[src/rtl/mem_port_arbiter.sv]
// ---------------------------------------------------------------------------
// mem_port_arbiter
//
// Shares one single-read / single-write 64-bit word memory between three
// requesters of the cpu core: instruction fetch (read), LSU load (read) and
// LSU store (write). The read port is arbitrated round-robin between fetch
// and load, a read that collides with a same-cycle store to the same word is
// held off for a cycle so it observes the new data, and out-of-range or
// console addresses are decoded so they never touch the memory array.
//
// Ports:
//   clk, rst            clock; synchronous active-low reset
//   if_req_*            fetch read request (valid/addr in, ready out)
//   if_resp_*           fetch read response (valid/data out), 1 cycle later
//   ld_req_*            load read request (valid/addr in, ready out)
//   ld_resp_*           load read response (valid/data out), 1 cycle later
//   st_req_*            store request (valid/addr/data in, ready out)
//   mem_raddr/mem_rdata memory read port, data one cycle after address
//   mem_wen/waddr/wdata memory write port
// ---------------------------------------------------------------------------
module mem_port_arbiter #(
    parameter int unsigned MEM_WORDS    = 2048,
    parameter logic [63:0] CONSOLE_ADDR = 64'hFFFF_FFFF_FFFF_FFFF
) (
    input  logic        clk,
    input  logic        rst,

    input  logic        if_req_valid,
    input  logic [63:0] if_req_addr,
    output logic        if_req_ready,
    output logic        if_resp_valid,
    output logic [63:0] if_resp_data,

    input  logic        ld_req_valid,
    input  logic [63:0] ld_req_addr,
    output logic        ld_req_ready,
    output logic        ld_resp_valid,
    output logic [63:0] ld_resp_data,

    input  logic        st_req_valid,
    input  logic [63:0] st_req_addr,
    input  logic [63:0] st_req_data,
    output logic        st_req_ready,

    output logic [63:0] mem_raddr,
    input  logic [63:0] mem_rdata,
    output logic        mem_wen,
    output logic [63:0] mem_waddr,
    output logic [63:0] mem_wdata
);

    // Identifies which read requester a grant or response belongs to.
    typedef enum logic {
        REQ_FETCH = 1'b0,
        REQ_LOAD  = 1'b1
    } requester_e;

    localparam logic [63:0] MemWordsL = 64'(MEM_WORDS);

    requester_e  rrLast_q, rrLast_d;
    logic        respPending_q, respPending_d;
    requester_e  respOwner_q, respOwner_d;
    logic        respZero_q, respZero_d;

    logic        stAccept;
    logic        stInRange;
    logic        ifBlocked;
    logic        ldBlocked;
    logic        ifCand;
    logic        ldCand;
    logic        grantIf;
    logic        grantLd;
    logic        grantAny;
    logic [63:0] grantAddr;
    logic        grantInRange;
    logic [63:0] respData;

    // Store path. The write port never stalls outside reset, so a store is
    // accepted whenever it is presented. Only real memory words and the
    // console location produce a write strobe; any other address is
    // swallowed so a stray store cannot alias into the array.
    always_comb begin
        st_req_ready = rst;
        stAccept     = st_req_valid & rst;
        stInRange    = (st_req_addr < MemWordsL) || (st_req_addr == CONSOLE_ADDR);
        mem_wen      = stAccept & stInRange;
        mem_waddr    = st_req_addr;
        mem_wdata    = st_req_data;
    end

    // Read arbitration. A read aimed at the word being written this cycle is
    // held back so that, when it retries next cycle, the memory already holds
    // the stored value. Between two eligible readers the one that did not win
    // last time gets the port. Out-of-range reads are still granted (they get
    // a zero response) but the memory sees address 0 so no bogus index is
    // driven into the array.
    always_comb begin
        ifBlocked = stAccept && (st_req_addr == if_req_addr);
        ldBlocked = stAccept && (st_req_addr == ld_req_addr);
        ifCand    = rst & if_req_valid & ~ifBlocked;
        ldCand    = rst & ld_req_valid & ~ldBlocked;

        grantIf = 1'b0;
        grantLd = 1'b0;
        if (ifCand && ldCand) begin
            if (rrLast_q == REQ_LOAD) begin
                grantIf = 1'b1;
            end else begin
                grantLd = 1'b1;
            end
        end else begin
            grantIf = ifCand;
            grantLd = ldCand;
        end

        grantAny     = grantIf | grantLd;
        grantAddr    = grantLd ? ld_req_addr : if_req_addr;
        grantInRange = grantAddr < MemWordsL;
        mem_raddr    = (grantAny && grantInRange) ? grantAddr : 64'd0;
        if_req_ready = grantIf;
        ld_req_ready = grantLd;
    end

    // Next-state for the round-robin pointer and the one-deep response
    // tracker. The tracker remembers who owns the data coming back next
    // cycle and whether that data must be forced to zero because the
    // address never reached the memory.
    always_comb begin
        rrLast_d = rrLast_q;
        if (grantIf) begin
            rrLast_d = REQ_FETCH;
        end else if (grantLd) begin
            rrLast_d = REQ_LOAD;
        end
        respPending_d = grantAny;
        respOwner_d   = grantLd ? REQ_LOAD : REQ_FETCH;
        respZero_d    = grantAny & ~grantInRange;
    end

    // State registers. Reset points the round-robin pointer at load so the
    // first tie after reset goes to fetch, and drops any response in flight.
    always_ff @(posedge clk) begin
        if (!rst) begin
            rrLast_q      <= REQ_LOAD;
            respPending_q <= 1'b0;
            respOwner_q   <= REQ_FETCH;
            respZero_q    <= 1'b0;
        end else begin
            rrLast_q      <= rrLast_d;
            respPending_q <= respPending_d;
            respOwner_q   <= respOwner_d;
            respZero_q    <= respZero_d;
        end
    end

    // Response steering. Data returned by the memory is routed to whoever
    // owned last cycle's grant; the other port and any port without a valid
    // response read as zero. Reset also hides a response that is in flight
    // during the cycle reset is being applied.
    always_comb begin
        respData      = respZero_q ? 64'd0 : mem_rdata;
        if_resp_valid = rst & respPending_q & (respOwner_q == REQ_FETCH);
        ld_resp_valid = rst & respPending_q & (respOwner_q == REQ_LOAD);
        if_resp_data  = if_resp_valid ? respData : 64'd0;
        ld_resp_data  = ld_resp_valid ? respData : 64'd0;
    end

endmodule

[config.mk]
export PLATFORM = sky130hd
export DESIGN_NAME = mem_port_arbiter
export DESIGN_NICKNAME = d
export VERILOG_FILES = /design/src/rtl/mem_port_arbiter.sv
export SDC_FILE = /design/constraint.sdc
export NUM_CORES = 1
export LEC_CHECK = 0
export ABC_CLOCK_PERIOD_IN_PS = 2050
export CORE_AREA = 3 3 253 255
export CTS_CLUSTER_SIZE = 30
export DETAILED_ROUTE_END_ITERATION = 8
export DIE_AREA = 0 0 256 258
export PLACE_DENSITY_LB_ADDON = 0.1
export SYNTH_ARGS = -nofsm -noshare
export SYNTH_HDL_FRONTEND = slang
export SYNTH_SLANG_ARGS = --single-unit
[constraint.sdc]
create_clock -name clk -period 2.05 [get_ports clk]
set_input_delay 0.205 -clock clk [delete_from_list [all_inputs] [get_ports clk]]
set_output_delay 0.205 -clock clk [all_outputs]
set_load 0.02 [all_outputs]
== Word level (Yosys, flattened, before mapping) ==
Index checks and enable logic that the tools add are counted.
Operators by class
  reduce and logical (&&, ||, !) cells: 6
  order comparisons: 2
  multiplexer cells: 12
  equality and inequality tests: 3
  bitwise gates (word level): 15
Operators by type and width (number)
  64-bit two-way mux: 5
  64-bit == test: 2
  64-bit by 12-bit < comparator with 1-bit output, second input constant: 2
  64-bit == test, second input constant: 1
  1-bit bitwise AND: 10
  1-bit two-way mux: 7
  1-bit logical AND: 4
  1-bit inverter: 4
  2-bit nonzero test: 1
  1-bit logical OR: 1
  1-bit OR: 1
Storage, ports and cells
  output and inout port bits: 326
  word-level logic and storage cells: 42
  bits of input ports: 325
  register bits after elaboration: 4

== Longest topological paths before layout ==
  depth in word-level cells: 10
  gate-level depth with buffers: 8
  gate-level depth less buffers: 7

== Worst setup path after synthesis ==
OpenSTA, ideal clock, no wires.
  kind: in2out
  start: input port st_req_addr[54]
  end: output port mem_raddr[10]
  data required time: 1.845 ns
  arrival time: 2.032 ns
  path slack: -0.187 ns
  stages: 8
  path through: xnor2_1 o221ai_1 nor4_1 nand4_1 o311ai_2 nor2_1 buf_6 o32ai_1
On the way
  cells in the longest elaborated chain, start to end: 10
  elaborated cells on any way between the ends: 16
  classes of those cells: order compare (1); eq/ne (2); mux (4); bitwise (5); reduce/logical (4)
Ends and longest elaborated chain
  start, declared: line 41  | input logic [63:0] st_req_addr,
  64-bit == test, on equally long branches: line 98, 99
  1-bit logical AND, on equally long branches: line 98, 99
  1-bit inverter, on equally long branches: line 100, 101
  1-bit bitwise AND, on equally long branches: line 100, 101
  1-bit logical AND: line 105  | if (ifCand && ldCand) begin
  1-bit two-way mux: line 105
  64-bit two-way mux: line 117  | grantAddr = grantLd ? ld_req_addr : if_req_addr;
  64-bit by 12-bit < comparator with 1-bit output: line 118  | grantInRange = grantAddr < MemWordsL;
  1-bit logical AND: line 119  | mem_raddr = (grantAny && grantInRange) ? grantAddr : 64'd0;
  64-bit two-way mux (*): line 119
  end, declared: line 45  | output logic [63:0] mem_raddr,
Every way passes the cells marked *; elsewhere a longest branch is shown, timed or not.

== Final worst setup path ==
  start: input port if_req_addr[15]
  end: output port mem_raddr[6]
On the way
  cells in the longest elaborated chain, start to end: 10
  elaborated cells on any way between the ends: 12
  classes of those cells: order compare (1); eq/ne (1); mux (4); bitwise (3); reduce/logical (3)
Ends and longest elaborated chain
  start, declared: line 29  | input logic [63:0] if_req_addr,
  64-bit == test: line 98  | ifBlocked = stAccept && (st_req_addr == if_req_addr);
  1-bit logical AND: line 98
  1-bit inverter: line 100  | ifCand = rst & if_req_valid & ~ifBlocked;
  1-bit bitwise AND: line 100
  1-bit logical AND: line 105
  1-bit two-way mux: line 105
  64-bit two-way mux: line 117
  64-bit by 12-bit < comparator with 1-bit output: line 118
  1-bit logical AND: line 119
  64-bit two-way mux (*): line 119
Marks and branches as above.

==> qor.yml <==
critical_path:
  critPathKind: "in -> out"
  worstSetupEndpointType: "output port"
  cp.required_ns: 1.85
  cp.arrival_ns: 2.46
  start_kind: "primary input"
  worstPathMaxFanout: 5
logic_synthesis:
  yosysMostFrequentCell: "buf_4"
  synth_compound_area_frac: 0.0824
  synth_edf_count: 0
  syn_area_mm2: 0.00472
  synth_top_area_share: 0.291
  synth_top_family_by_area: "simple AND/OR/NAND/NOR gates"
  synth_adder_area_share: 0
  yosysWarnings: 0
  netlist_instances: 738
  syn_avg_cell_area_um2: 6.40
  synth_top_cell_by_area: "buf_4"
  yosysSeqAreaShare: 0.0170
  synth-xor-area-share: 0.182
  async_flop_share: 0
  synth_mux_area_frac: 0.00212
  yosys-top-cells-count: "183 x buf_4, 134 x nor2_1, 73 x nand2b_1, 66 x xnor2_1, 55 x nor4_1"
  synthFlopType: "dfxtp_1"
  yosysUniqueCellTypes: 38
  synth_simple_gate_area_frac: 0.377
  synth-seq-cells: 4
  synth_area_leaders: "buf_4 29%, xnor2_1 12%, nor2_1 11%"
timing:
  hold_viol: 0
  setup_viol: 17
  period_share: 1.30
  skew_ns: 0.00112
  period_needed_ns: 2.66
  hold-worst-slack_ns: 0.410
  rsz0062_at_grt: "true"
  fmax_mhz: 375
  slew_viol_final: 0
  worst_slack_ns: -0.614
cts:
  cts_hold_buffers: 0
  htreeDepth: 1
  clock_latency_ns: 0.22
  numCtsBuffers: 3
  cts_tree: "built"
  cts_sinks: 4
  root_buffer: "clkbuf_16"
  cts_max_path_buffers: 2
layout:
  ff_latch_area_um2: 81.3
  nNetsFinal: 1641
  fill_cells: 7056
  multi_input_area_mm2: 0.00460
  fin_area_mm2: 0.0126
  final_util: 0.203
  syn2layout_area_growth_pct: 166
  drive_above_1_share: 0.436
  fin_cells: 2158
floorplan:
  dieArea_mm2: 0.0660
  io_pins: 651
  dieHeight_um: 258
  rows: 91
  start_util: 0.0764
  die_w_um: 256
  fp.coreArea_mm2: 0.0618
grt:
  grt_pass1_wl_um: 63900
  grt_max_degree: 66
  grt_overflow: 0
  antenna_found_initial: 21
  grt_pass1_vias: 8085
  grt_usage: 0.135
detailed_routing:
  antenna_left: 0
  drt-vias-per-instance: 3.38
  firstDrtPassIters: 4
  drt-initial-drc-count: 240
  vias: 7289
  drc: 0
  wirelength_um: 47100
  wl_per_cell_um: 21.8
hold_path:
  hold_path.class: "in -> out"
placed_design:
  place_area_mm2: 0.0111
  finalWeightedCongestion: 0.794
  dp_hpwl_um: 42200
  placed_cells: 2121
  numPortBuffers: 469
status:
  violations: "setup timing"
  status: "finished with violations"
power_and_ir_drop:
  power_mw: 2.90
  ir_worst_vdd_mv: 0.174
  p_per_area_mw_per_mm2: 231
  p_leak_nw: 5.52
job:
  cap_violations: 0
[cell usage in the layout, fill, tap and decap left out, drive strengths merged, types with 11 or more instances in the layout]
master / count
o32ai: 11
conb: 53
xnor2: 66
clkbuf: 45
dlygate4sd2: 123
xor2: 32
inv: 31
nand2: 30
nand4: 46
dlymetal6s2s: 13
buf: 334
nand2b: 73
nor2: 134
clkdlybuf4s15: 80
nor4: 55
clkdlybuf4s50: 137
[worst max-delay path, cell delays in order]
cell and delay, ns:
dlygate4sd2_1 0.28, nor4_2 0.29, nand4_1 0.32, nor4_4 0.39, buf_6 0.17, buf_6 0.12, nand2_1 0.09, o32ai_4 0.33
buf_6 0.15, buf_12 0.10
[cells by family (layout without fill, tap and decap cells)]
family                 count (synthesis)  after routing
AND/OR/NAND/NOR                      351            351
buffers and inverters                240            764
XOR/XNOR                              98             98
AO/OA/AOI/OAI                         43             43
flip-flops                             4              4
other                                  1             60
multiplexers                           1              1
[area by class of cell]
| cell class | instances | area share |
|---|---|---|
| Sequential cell | 4 | 0.00647 |
| Clock buffer | 3 | 0.00597 |
| Tap cell | 837 | 0.0833 |
| Timing Repair Buffer | 729 | 0.527 |
| Antenna cell | 7 | 0.00139 |
| Multi-Input combinational cell | 546 | 0.366 |
| Inverter | 32 | 0.00985 |
[state kept, by name, summed over array words and instances, names as in the netlist]
register       cells
respPending_q      1
respZero_q         1
rrLast_q           1
respOwner_q        1
[what timing repair did]
action	CTS	global route
pin swaps	108	78
gates cloned	4	0
gates resized for setup	822	225
buffers inserted	21	14
setup endpoints to repair	144	140
[path summary, 6_finish.rpt]
check / from / endpoint / slack (ns) / depth (start not counted)
worst max-delay path: if_req_addr[15] / mem_raddr[6] / -0.61 / 10
worst min-delay path: st_req_data[30] / mem_wdata[30] / 0.41 / 0
worst max register to register: rrLast_q / respZero_q / 0.79 / 5
worst min register to register: rrLast_q / rrLast_q / 0.67 / 3
[through the flow]
| step | TNS [ns] | setup slack (ns) |
|---|---|---|
| 2_1_floorplan | -1.73 | -0.187 |
| 3_3_place_gp | -60.77 | -1.87 |
| 3_5_place_dp | -65.04 | -1.95 |
| 4_1_cts | -11.96 | -0.668 |
| 5_1_grt | -8.85 | -0.699 |
| 6_report | -7.27 | -0.614 |
[power breakdown]
part	leakage (nW)	total, mW	switching (mW)	internal [mW]
clock	0.0370	0.303	0.0535	0.249
sequential	0.0337	0.0908	0.00532	0.0855
combinational	5.45	2.51	1.29	1.22
[per-layer routing]
metal | share of wire | global-route usage
met1 | 0.39 | 0.150
met5 | 0.0030 | 0
met3 | 0.092 | 0.0553
met4 | 0.016 | 0.0198
met2 | 0.50 | 0.248
No activity file was read; power rests on OpenSTA's default activity.
